$ cat src/rtl/parking_request_sequencer.sv
// parking_request_sequencer
// Front end of the parking FSM. It debounces the entry/exit gate sensors,
// queues one pending request per sensor, and checks each request against
// the current occupancy. Each accepted request goes to the FSM as one
// single-cycle code, followed by an idle gap. Invalid requests are dropped
// with a one-cycle reject pulse.
module parking_request_sequencer #(
    parameter int DEBOUNCE_CYCLES = 4,
    parameter int GAP_CYCLES      = 2,
    parameter int CNT_W           = 8
) (
    input  logic       clk,
    input  logic       rst,
    input  logic       enter_raw,
    input  logic       exit_raw,
    input  logic [1:0] exit_place_raw,
    input  logic [3:0] lot_state,
    output logic [3:0] fsm_in,
    output logic       busy,
    output logic       reject_pulse,
    output logic       full
);

    typedef enum logic [1:0] {
        IDLE  = 2'd0,
        ISSUE = 2'd1,
        GAP   = 2'd2
    } state_t;

    state_t           state;
    logic [1:0]       raw_vec;
    logic [1:0]       rise;          // bit 0 = enter, bit 1 = exit
    logic [1:0]       place_s;
    logic [1:0]       place_q;
    logic             pend_enter;
    logic             pend_exit;
    logic             served_exit;
    logic             clr_enter;
    logic             clr_exit;
    logic             exit_ok;
    logic             enter_ok;
    logic [CNT_W-1:0] gap_cnt;

    assign raw_vec  = {exit_raw, enter_raw};
    assign exit_ok  = lot_state[place_q];
    assign enter_ok = (lot_state != 4'b1111);
    assign busy     = (state != IDLE);

    genvar gi;
    generate
        for (gi = 0; gi < 2; gi++) begin : g_deb
            logic             raw_s;
            logic             deb;
            logic [CNT_W-1:0] cnt;

            // A rise happens on the edge where the disagreement run completes while the level is low.
            assign rise[gi] = (raw_s != deb) && (cnt == CNT_W'(DEBOUNCE_CYCLES - 1)) && !deb;

            // Sample the raw sensor, then flip the debounced level after a long enough run of disagreement.
            always_ff @(posedge clk or posedge rst) begin
                if (rst) begin
                    raw_s <= 1'b0;
                    deb   <= 1'b0;
                    cnt   <= '0;
                end else begin
                    raw_s <= raw_vec[gi];
                    if (raw_s == deb) begin
                        cnt <= '0;
                    end else if (cnt == CNT_W'(DEBOUNCE_CYCLES - 1)) begin
                        deb <= ~deb;
                        cnt <= '0;
                    end else begin
                        cnt <= cnt + 1'b1;
                    end
                end
            end
        end
    endgenerate

    // Decide which pending flag is retired this cycle: a rejected request in IDLE, or the request just served by ISSUE.
    always_comb begin
        clr_enter = 1'b0;
        clr_exit  = 1'b0;
        case (state)
            IDLE: begin
                if (pend_exit) begin
                    clr_exit = !exit_ok;
                end else if (pend_enter) begin
                    clr_enter = !enter_ok;
                end
            end
            ISSUE: begin
                clr_exit  = served_exit;
                clr_enter = !served_exit;
            end
            default: begin
                clr_exit  = 1'b0;
                clr_enter = 1'b0;
            end
        endcase
    end

    // Pending request flags; a new debounced rise wins over a clear on the same edge.
    // An exit rise is dropped (place kept) only while the older exit request is still alive.
    always_ff @(posedge clk or posedge rst) begin
        if (rst) begin
            place_s    <= 2'b00;
            place_q    <= 2'b00;
            pend_enter <= 1'b0;
            pend_exit  <= 1'b0;
        end else begin
            place_s    <= exit_place_raw;
            pend_enter <= rise[0] | (pend_enter & ~clr_enter);
            pend_exit  <= rise[1] | (pend_exit & ~clr_exit);
            if (rise[1] && (!pend_exit || clr_exit)) begin
                place_q <= place_s;
            end
        end
    end

    // Sequencer FSM: exit has priority, each code lasts one cycle, then a fixed gap of zeros.
    always_ff @(posedge clk or posedge rst) begin
        if (rst) begin
            state        <= IDLE;
            fsm_in       <= 4'b0000;
            reject_pulse <= 1'b0;
            served_exit  <= 1'b0;
            gap_cnt      <= '0;
            full         <= 1'b0;
        end else begin
            full <= (lot_state == 4'b1111);
            case (state)
                IDLE: begin
                    fsm_in       <= 4'b0000;
                    reject_pulse <= 1'b0;
                    if (pend_exit) begin
                        if (exit_ok) begin
                            fsm_in      <= {2'b01, place_q};
                            served_exit <= 1'b1;
                            state       <= ISSUE;
                        end else begin
                            reject_pulse <= 1'b1;
                        end
                    end else if (pend_enter) begin
                        if (enter_ok) begin
                            fsm_in      <= 4'b1000;
                            served_exit <= 1'b0;
                            state       <= ISSUE;
                        end else begin
                            reject_pulse <= 1'b1;
                        end
                    end
                end
                ISSUE: begin
                    fsm_in       <= 4'b0000;
                    reject_pulse <= 1'b0;
                    gap_cnt      <= CNT_W'(1);
                    state        <= GAP;
                end
                GAP: begin
                    fsm_in       <= 4'b0000;
                    reject_pulse <= 1'b0;
                    if (gap_cnt == CNT_W'(GAP_CYCLES)) begin
                        state <= IDLE;
                    end else begin
                        gap_cnt <= gap_cnt + 1'b1;
                    end
                end
                default: begin
                    fsm_in       <= 4'b0000;
                    reject_pulse <= 1'b0;
                    state        <= IDLE;
                end
            endcase
        end
    end

endmodule

$ cat config.mk
export PLATFORM = sky130hd
export DESIGN_NAME = parking_request_sequencer
export DESIGN_NICKNAME = d
export VERILOG_FILES = /design/src/rtl/parking_request_sequencer.sv
export SDC_FILE = /design/constraint.sdc
export NUM_CORES = 1
export LEC_CHECK = 0
export ABC_CLOCK_PERIOD_IN_PS = 3200
export CORE_ASPECT_RATIO = 2
export CORE_MARGIN = 1
export CORE_UTILIZATION = 55
export DETAILED_ROUTE_END_ITERATION = 7
export PLACE_DENSITY = 0.84
export SLEW_MARGIN = 15
export SYNTH_ARGS = -nofsm -noshare
export SYNTH_HDL_FRONTEND = slang
export SYNTH_SLANG_ARGS = --single-unit
$ cat constraint.sdc
create_clock -name clk -period 3.2 [get_ports clk]
set_input_delay 0.48 -clock clk [delete_from_list [all_inputs] [get_ports clk]]
set_output_delay 0.48 -clock clk [all_outputs]
set_load 0.005 [all_outputs]
======== After elaboration in Yosys (flattened, before gate mapping) ========
Cells that the tools add are included.
storage, ports and cells
  flip-flop bits (word level) ............. 43
  input port bits ......................... 10
  output and inout bits ................... 7
  word-level logic and storage cells ...... 102
cells by class
  add/subtract/negate cells ............... 3
  magnitude comparators ................... 1
  equal/unequal tests ..................... 17
  multiplexer cells ....................... 33
  bitwise gates (word level) .............. 10
  reduce and logical (&&, ||, !) cells .... 22
operators by type and width
  kind                   count
  $mux W8                5
  $add A8 B1 Y8 const B  3
  $eq A8 B2 Y1 const B   3
  $mux W4                4
  $pmux W8 S2            1
  $mux W1                13
  $mux W2                5
  $ne A3 B3 Y1 const B   3
  $reduce_and A4 Y1      2
  $reduce_bool A2 Y1     4
  $logic_not A1 Y1       6
  $not A1 Y1             6
  $pmux W2 S3            1
  $reduce_and A2 Y1      3
  $logic_and A1 B1 Y1    5
  $eq A4 B4 Y1 const B   1
  $ne A2 B2 Y1 const B   2
  $ne A4 B4 Y1 const B   1
  $pmux W1 S2            2
  $lt A2 B3 Y1 const B   1
  $mux W3                1
  $and A1 B1 Y1          2
  $bmux W1 S2            1
  $eq A1 B1 Y1           2
  other kinds (7)        9

======== Depth between registers and ports, before layout ========
Gate-level depths: netlist of run 1.
  word-level depth ........................ 8
  depth in mapped cells ................... 6
  depth with buffers taken out ............ 6

======== Worst setup path before layout of run 1 ========
No wires, ideal clock.
  kind .................................... register -> register
  from .................................... register g_deb[1].cnt[0]
  to ...................................... register place_q[0]
  library setup time ...................... 0.128 ns
  arrival time ............................ 1.729 ns
  data required time ...................... 3.072 ns
  slack ................................... 1.343 ns
  stages on the path, launching flop included .. 6
  path buffers ............................ 0
  clock period less this slack ............ 1.857 ns
  path through ............................ dfrtp_1 ha_1 or4b_1 and4bb_1 nand4_1 mux2_1
on the way
  longest elaborated chain between the ends .. 4
RTL lines
  what                              line  source
  start, declared                   54    logic [CNT_W-1:0] cnt;
  start signal, assigned            73    cnt <= cnt + 1'b1;
  $eq A8 B2 Y1                      57    assign rise[gi] = (raw_s != deb) && (cnt == CNT_W'(DEBOUNCE_CYCLES - 1)) && !deb;
  $logic_and A1 B1 Y1 (2 in a row)  57
  $logic_and A1 B1 Y1               115   if (rise[1] && (!pend_exit || clr_exit)) begin
  end signal, assigned              116   place_q <= place_s;
  end, declared                     34    logic [1:0] place_q;
Every way passes these cells.
A chain may end at the register's enable or synchronous reset.

======== Final worst setup path of run 1 ========
  from .................................... register state[1]
  to ...................................... output busy
on the way
  longest elaborated chain between the ends .. 1
RTL lines
  what                    line  source
  start, declared         30    state_t state;
  start signal, assigned  124   state <= IDLE;
  start signal, assigned  140   state <= ISSUE;
  start signal, assigned  148   state <= ISSUE;
  $reduce_bool A2 Y1      47    assign busy = (state != IDLE);
  end, declared           19    output logic busy,
Every way passes these cells.

==> run_results.csv, run 1 <==
group,metric,value,unit
placed_design,hpwl,2660,um
critical_path,crit_type,"flop to output pin",
routing,drt_wl_total,3590,um
critical_path,path_cells,"nor2_1, inv_1, clkdlybuf4s50_1",
clocking,clockBufferDepth,2,
critical_path,r2r_slack,1.18,ns
cells_and_area,drive_above_1_share,8.96,%
placed_design,dpl-instance-area,2190,sq um
timing,slew-limit-headroom,64.8,%
critical_path,reg2reg_to,"place_q[1]",
routing,drt_iter0_drc,30,
routing,vias_per_cell,5.63,
grt,grt_usage,21.4,%
routing,drtAntennaViolNets,0,
timing,period_share,67.9,%
routing,drc,0,
clocking,clk_pin_slew,0.08,ns
grt,grt_pass1_vias,1415,
synthesis,syn_area,1970,sq um
power_and_ir_drop,p_per_area,744,nW/um^2
critical_path,reg2reg_from,"g_deb[1].cnt[0]",
die,start_util,57.5,%
synthesis,synth-edff-count,0,
critical_path,path_delay_family,"buffers and inverters",
routing,vias,1403,
synthesis,synth.avg_cell_area,11.0,sq um
clocking,hold_buffers,0,
critical_path,ff2ff_path_depth,5,
timing,fin_crit,2.17,ns
cells_and_area,layout_common_cells,"dfrtp_1 (43), nor2_1 (22), clkdlybuf4s50_1 (16)",
critical_path,start_kind,"flop",
worst_hold_path,hold_path_end,"place_q[0]",
clocking,h-tree-depth,2,
synthesis,async_reset_ff_share,100,%
timing,final-setup-viol-count,0,
die,design.die.area,3830,sq um
timing,worstMarginPinSlew,0.528,ns
synthesis,ys_seq_elements,43,
synthesis,syn_nets,192,
grt,grt_max_degree,44,
timing,hold_viol,0,
power_and_ir_drop,leakagePower,0.00106,uW
placed_design,io_buffer_count,16,
critical_path,end_kind,"output pin",
worst_hold_path,hp-class,"flop to flop",
critical_path,crit_path_top_delay_cell,"dfrtp_1",
routing,dr.pass1.iters,4,
die,ios,17,
synthesis,ys.flop_type,"dfrtp_1",
clocking,post_cts_resized,0,
cells_and_area,area_delta_synth_final,16.9,%
synthesis,syn-instance-count,178,
grt,grt-ovfl-total,0,
timing,setup_tns,0,ns
critical_path,path_buf_inv,2,
die,die_w,44.3,um
cells_and_area,n_antenna_cell,0,
synthesis,synth_cell_types,35,
timing,fmax,460,MHz
clocking,clk_latency,0.29,ns
grt,grt_first_pass_wirelength,5960,um
timing,skew,0.0108,ns
synthesis,yosys_warnings,0,
clocking,clock_sinks,43,
grt,antenna_found_initial,0,
critical_path,cp_max_fo,12,
die,die_h,86.5,um
power_and_ir_drop,power,1710,uW
routing,wl_per_cell,14.4,um
timing,whs,0.480,ns
run_status,status,"completed",
cells_and_area,finish.instance_area,2300,sq um
flow_run,maxCapViolations,0,
timing,maxSlewViolCount,0,
critical_path,worstPathRequired,2.72,ns
worst_hold_path,min_delay_path_depth,1,
timing,rsz0062_at_grt,"false",
cells_and_area,nets,214,
critical_path,cp_slowest_stage_delay,0.54,ns
clocking,cts_root_buf,"clkbuf_8",
critical_path,cp.arrival,1.69,ns
cells_and_area,layout_commonest_cell,"dfrtp_1",
clocking,tritoncts,"yes",
synthesis,synth_sequential_area_ratio,54.7,%
clocking,cts_buffers,5,
placed_design,gp_congestion,0.849,
die,rows,30,
power_and_ir_drop,peakVddDrop,0.505,mV
die,core_area,3420,sq um
worst_hold_path,min_from,"place_s[0]",
clocking,post_cts_buffers,0,
==> state kept, by name (all words and copies together) (netlist names), 2 cells and up <==
signal,count
place_q,2
g_deb.raw_s,2
place_s,2
fsm_in,4
g_deb.deb,2
state,2
g_deb.cnt,16
gap_cnt,8
==> cells in the mapped netlist (2+ instances only) <==
master     n  area (sq um)
nor3_1     4          20.0
nand2_1    7          26.3
mux2_2     4          45.0
nor2_1    22          82.6
nand2b_1   7          43.8
o311ai_0   2          17.5
mux2i_1    8          80.1
dfrtp_1   43          1080
xnor2_1    3          26.3
a21oi_1    3          15.0
xor2_1    12           105
and2_1     2          12.5
a22o_1     2          17.5
clkbuf_1   2          7.51
inv_1      5          18.8
or2_2      2          12.5
nor2b_1    3          18.8
ha_1       4          50.1
o21ai_0    6          30.0
mux2_1     2          22.5
and3_1     6          37.5
nand3_1   15          75.1
nor4_1     2          12.5
==> worst register-to-register path, stage by stage (launching register included) <==
cell	delay, ns
dfrtp_1	0.41
ha_1	0.26
or4b_1	0.46
and4bb_1	0.28
nand4_1	0.15
mux2_1	0.34
==> cell type report <==
type	instances	area, sq um
clock buffer	5	68.8
clock inverter	3	43.8
fill	272	1120
inverter	5	18.8
multi-input combinational	128	863
sequential	43	1080
tap	48	60.1
timing repair buffer	17	168
==> cell families (layout without fill, tap and decap cells) <==
family / after synthesis / in the layout / share of synthesized area (%)
AND/OR/NAND/NOR: 78 / 78 / 21.5
flip-flops: 43 / 43 / 54.7
AO/OA/AOI/OAI: 17 / 17 / 5.67
XOR/XNOR: 15 / 15 / 6.68
multiplexers: 14 / 14 / 7.51
buffers and inverters: 7 / 30 / 1.34
adder cells (fa/ha/maj): 4 / 4 / 2.55
==> metal layers <==
layer	track usage, %	part of all wire, %	up-vias
met4	13.5	4.7	0
met1	21.7	35	692
met2	37.0	57	31
li1	-	-	665
met3	5.42	3.0	15
met5	0	0	-
==> through the flow <==
step	util, %	setup slack, ns	std cells
after floorplan	-	1.34	178
after global placement	64.0	0.958	241
after detailed placement	64.0	0.875	241
after CTS	67.3	1.04	249
after global routing	67.3	0.938	249
final	67.3	1.03	249
==> report_power, final <==
part	total (uW)	leakage, uW	switching [uW]	internal (uW)
Clock	411	0.0000581	179	232
Sequential	824	0.000568	160	664
Combinational	476	0.000435	236	240
Total	1710	0.00106	575	1140
==> how the worst max path moves through the flow <==
| stage | end | start | slack (ns) | cells after the start |
|---|---|---|---|---|
| after detailed placement | place_q[1] | lot_state[2] | 0.87 | 5 |
| after global routing | busy | state[1] | 0.94 | 3 |
| after floorplan | place_q[0] | g_deb[1].cnt[0] | 1.34 | 5 |
| final | busy | state[1] | 1.03 | 3 |
| after global placement | place_q[1] | lot_state[2] | 0.96 | 5 |
| after CTS | busy | state[1] | 1.04 | 3 |
No activity file was read; power rests on OpenSTA's default activity.
==> run 2: changes to the inputs <==
--- a/config.mk
+++ b/config.mk
@@ -5,7 +5,7 @@
 export SDC_FILE = /design/constraint.sdc
 export NUM_CORES = 1
 export LEC_CHECK = 0
-export ABC_CLOCK_PERIOD_IN_PS = 3200
+export ABC_CLOCK_PERIOD_IN_PS = 2200
 export CORE_ASPECT_RATIO = 2
 export CORE_MARGIN = 1
 export CORE_UTILIZATION = 55
==> constraint.sdc (replaced) <==
create_clock -name clk -period 2.2 [get_ports clk]
set_input_delay 0.33 -clock clk [delete_from_list [all_inputs] [get_ports clk]]
set_output_delay 0.33 -clock clk [all_outputs]
set_load 0.005 [all_outputs]
==> run_results.csv, run 2 (synthesized netlist as in run 1, its figures left out) <==
group,metric,value,unit
placed_design,io_buffer_count,16,
run_status,status,"completed",
die,ios,17,
routing,drt_wl_total,3790,um
die,die_w,44.3,um
timing,maxSlewViolCount,0,
clocking,post_cts_resized,0,
cells_and_area,regMostFlops,"g_deb.cnt",
cells_and_area,n_antenna_cell,0,
clocking,clockBufferDepth,2,
routing,vias,1402,
timing,fmax,491,MHz
timing,rsz0062_at_grt,"false",
power_and_ir_drop,peakVddDrop,0.824,mV
flow_run,maxCapViolations,0,
timing,final-setup-viol-count,0,
cells_and_area,area_delta_synth_final,18.3,%
placed_design,dpl-instance-area,2190,sq um
grt,grt-ovfl-total,0,
grt,grt_usage,22.2,%
timing,skew,0.00574,ns
routing,drc,0,
grt,antenna_found_initial,0,
routing,drt_iter0_drc,16,
cells_and_area,layout_common_cells,"dfrtp_1 (43), nor2_1 (22), clkdlybuf4s50_1 (16)",
cells_and_area,finish.instance_area,2330,sq um
critical_path,crit_type,"flop to output pin",
timing,slew-limit-headroom,64.8,%
timing,fin_crit,2.04,ns
clocking,clk_latency,0.29,ns
clocking,post_cts_buffers,0,
placed_design,gp_congestion,0.874,
critical_path,cp_max_fo,10,
grt,grt_pass1_vias,1432,
clocking,clk_pin_slew,0.08,ns
routing,vias_per_cell,5.61,
worst_hold_path,hp-class,"input pin to flop",
critical_path,worstPathRequired,1.87,ns
routing,wl_per_cell,15.2,um
clocking,h-tree-depth,2,
grt,grt_first_pass_wirelength,6190,um
critical_path,r2r_slack,0.23,ns
power_and_ir_drop,p_per_area,1130,nW/um^2
cells_and_area,layout_commonest_cell,"dfrtp_1",
cells_and_area,nets,215,
die,design.die.area,3830,sq um
clocking,clock_sinks,43,
die,die_h,86.5,um
cells_and_area,reg_top3,"g_deb.cnt: 16 flops, gap_cnt: 8 flops, fsm_in: 4 flops",
critical_path,cp.arrival,1.71,ns
cells_and_area,drive_above_1_share,8.91,%
critical_path,end_kind,"output pin",
grt,grt_max_degree,44,
timing,worstMarginPinSlew,0.528,ns
timing,hold_viol,0,
cells_and_area,largest_reg_flops,16,
clocking,hold_buffers,0,
timing,setup_tns,0,ns
placed_design,hpwl,2770,um
die,start_util,57.5,%
timing,period_share,92.5,%
routing,drtAntennaViolNets,0,
clocking,cts_root_buf,"clkbuf_8",
routing,dr.pass1.iters,4,
critical_path,start_kind,"flop",
die,rows,30,
power_and_ir_drop,leakagePower,0.00107,uW
clocking,cts_buffers,5,
die,core_area,3420,sq um
clocking,tritoncts,"yes",
-- run 2: cell count changes in the layout (fill, tap and decap cells not counted), sizes merged --
cell | previous run | this run
clkinv | 2 | 0
bufinv | 1 | 2
clkbuf | 5 | 6
buf | 1 | 2
-- run 2: layer usage --
metal / GRT usage, % / vias to the layer above / routed length (um)
met3: 3.96 / 13 / 72
met1: 20.9 / 708 / 1360
li1: - / 665 / -
met4: 12.7 / 0 / 117
met2: 41.6 / 16 / 2250
met5: 0 / - / 0
-- run 2: power by group --
group / leakage [uW] / total [uW] / internal, uW / switching (uW)
Clock: 0.0000654 / 706 / 453 / 252
Combinational: 0.000440 / 735 / 359 / 377
Sequential: 0.000568 / 1180 / 967 / 211
Total: 0.00107 / 2620 / 1780 / 840
-- run 2: through the flow --
stage                     worst slack (ns)  hold WS [ns]  std cells  power [uW]  util, %
final                                0.165         0.471        250        2620     68.1
after global routing                0.0736         0.454        250        2770     68.1
after CTS                            0.164         0.457        250        2650     68.1
after detailed placement            0.0411         0.467        242        1930     64.2
after global placement               0.108         0.443        242        1860     64.2
after floorplan                      0.343         0.361        178        1660        -
-- run 2: cell type report --
class,count,area [sq um]
Clock inverter,2,60.1
Sequential cell,43,1080
Inverter,5,18.8
Multi-Input combinational cell,128,863
Clock buffer,6,72.6
Tap cell,48,60.1
Fill cell,256,1090
Timing Repair Buffer,18,175
-- run 2: path summary, 6_finish.rpt --
| path | startpoint | to | cells after the start |
|---|---|---|---|
| setup / recovery | state[1] | busy | 4 |
| hold / removal | exit_raw | g_deb[1].raw_s | 1 |
| setup reg to reg | g_deb[1].cnt[0] | place_q[1] | 5 |
| hold reg to reg | place_s[1] | place_q[1] | 1 |
| max in group asynchronous | rst | g_deb[0].cnt[4] | 3 |
| min in group asynchronous | rst | gap_cnt[6] | 3 |
-- run 2: critical path, stage by stage, from the launching register on --
cell and delay (ns):
dfrtp_1 0.41, buf_4 0.19, nor2_1 0.24, inv_1 0.11, clkdlybuf4s50_1 0.46
==> run 3: changes to the inputs <==
--- a/config.mk
+++ b/config.mk
@@ -8,9 +8,10 @@
 export ABC_CLOCK_PERIOD_IN_PS = 2200
 export CORE_ASPECT_RATIO = 2
 export CORE_MARGIN = 1
-export CORE_UTILIZATION = 55
+export CORE_UTILIZATION = 50
+export CTS_CLUSTER_DIAMETER = 30
 export DETAILED_ROUTE_END_ITERATION = 7
-export PLACE_DENSITY = 0.84
+export PLACE_DENSITY = 0.79
 export SLEW_MARGIN = 15
 export SYNTH_ARGS = -nofsm -noshare
 export SYNTH_HDL_FRONTEND = slang
==> run_results.csv, run 3 (synthesized netlist as in run 1, its figures left out) <==
group,metric,value,unit
critical_path,end_kind,"flop",
grt,use_met3,4.00,%
routing,vias_per_cell,5.62,
clocking,cts_buffers,5,
placed_design,hpwl,2910,um
cells_and_area,largest_reg_flops,16,
timing,worst_slack,0.164,ns
grt,grt_max_degree,44,
routing,drt_iter0_drc,42,
grt,grt_first_pass_wirelength,6400,um
cells_and_area,fin_cells,252,
worst_hold_path,hp-class,"input pin to flop",
critical_path,crit_type,"flop to flop",
clocking,clock_sinks,43,
timing,skew,0.00817,ns
timing,fin_crit,2.04,ns
routing,drtAntennaViolNets,0,
placed_design,dp.cells,244,
die,die_w,46.3,um
clocking,clk_pin_slew,0.08,ns
clocking,h-tree-depth,2,
placed_design,gp_congestion,0.783,
grt,gr-max-usage-layer,"met2",
placed_design,dp_slack,0.00554,ns
grt,grt_pass1_vias,1481,
critical_path,start_kind,"flop",
timing,setup_tns,0,ns
timing,worstMarginPinSlew,0.525,ns
power_and_ir_drop,peakVddDrop,0.590,mV
critical_path,cp_max_fo,5,
clocking,clk_latency,0.29,ns
die,rows,31,
timing,whs,0.474,ns
flow_run,maxCapViolations,0,
run_status,status,"completed",
timing,fmax,491,MHz
cells_and_area,n_antenna_cell,0,
routing,drc,0,
clocking,tritoncts,"yes",
die,core_area,3680,sq um
die,start_util,53.3,%
timing,period_share,92.5,%
timing,hold_viol,0,
critical_path,cp_slowest_stage_delay,0.48,ns
power_and_ir_drop,leakagePower,0.00108,uW
power_and_ir_drop,p_per_area,1100,nW/um^2
cells_and_area,area_delta_synth_final,18.0,%
cells_and_area,final.fill_count,316,
critical_path,worstPathRequired,2.37,ns
timing,rsz0062_at_grt,"false",
placed_design,io_buffer_count,16,
timing,slew-limit-headroom,65.0,%
critical_path,path_cells,"ha_1, or4b_1, and4bb_1, nand4_1, mux2_1",
clocking,post_cts_buffers,0,
routing,drt_wl_total,3790,um
clocking,hold_buffers,0,
cells_and_area,reg_top3,"g_deb.cnt: 16 flops, gap_cnt: 8 flops, fsm_in: 4 flops",
cells_and_area,drive_above_1_share,9.85,%
routing,vias,1417,
grt,grt-ovfl-total,0,
die,ios,17,
critical_path,cp.arrival,2.21,ns
clocking,post_cts_resized,0,
timing,maxSlewViolCount,0,
clocking,clockBufferDepth,2,
cells_and_area,layout_commonest_cell,"dfrtp_1",
grt,grt_usage,20.7,%
die,die_h,90.7,um
grt,antenna_found_initial,0,
cells_and_area,fin_util,63.0,%
clocking,cts_root_buf,"clkbuf_8",
routing,wl_per_cell,15.1,um
cells_and_area,nets,216,
cells_and_area,layout_common_cells,"dfrtp_1 (43), nor2_1 (22), clkdlybuf4s50_1 (16)",
die,design.die.area,4200,sq um
timing,final-setup-viol-count,0,
routing,dr.pass1.iters,4,
grt,use_met1,20.9,%
cells_and_area,regMostFlops,"g_deb.cnt",
grt,use_met2,38.1,%
critical_path,crit_path_top_delay_cell,"or4b_1",
## run 3: cell types whose count changed in the layout (fill, tap and decap cells not counted), sizes merged
cell    delta
bufinv     -1
clkinv     +1
buf        +1
## run 3: power breakdown
part / switching [uW] / internal [uW] / leakage (uW) / total (uW)
combinational: 382 / 368 / 0.000446 / 750
clock: 248 / 367 / 0.0000612 / 615
sequential: 209 / 967 / 0.000568 / 1180
## run 3: worst paths after layout
| path | startpoint | end | slack (ns) | cells after the start |
|---|---|---|---|---|
| worst max-delay path | g_deb[1].cnt[0] | place_q[1] | 0.16 | 5 |
| worst min-delay path | exit_place_raw[1] | place_s[1] | 0.47 | 1 |
| worst max register to register | g_deb[1].cnt[0] | place_q[1] | 0.16 | 5 |
| worst min register to register | place_s[1] | place_q[1] | 0.48 | 1 |
| max in group asynchronous | rst | g_deb[0].cnt[6] | 1.35 | 3 |
| min in group asynchronous | rst | g_deb[1].cnt[2] | 0.48 | 3 |
## run 3: cell type report
cell class | count | area [sq um] | share of cell area, %
timing repair buffer | 19 | 183 | 7.87
tap | 49 | 61.3 | 2.64
inverter | 5 | 18.8 | 0.809
clock buffer | 6 | 82.6 | 3.56
sequential | 43 | 1080 | 46.4
clock inverter | 2 | 35.0 | 1.51
multi-input combinational | 128 | 863 | 37.2
## run 3: per-stage QoR
stage | power, uW | instance area, sq um
2_1_floorplan | 1660 | 1970
3_3_place_gp | 1880 | 2200
3_5_place_dp | 1950 | 2200
4_1_cts | 2570 | 2320
5_1_grt | 2710 | 2320
6_report | 2540 | 2320
## run 3: worst max-delay path, delay by kind of cell, from the launching register on
family	cells	cell delay, ns
simple gates	3	0.90
flops	1	0.43
mux	1	0.35
fa+ha+maj	1	0.25
## run 3: per-layer routing
| layer | part of all wire [%] | up-vias |
|---|---|---|
| li1 | - | 667 |
| met1 | 35 | 720 |
| met2 | 61 | 21 |
| met3 | 2.3 | 9 |
| met4 | 1.7 | 0 |
| met5 | 0 | - |
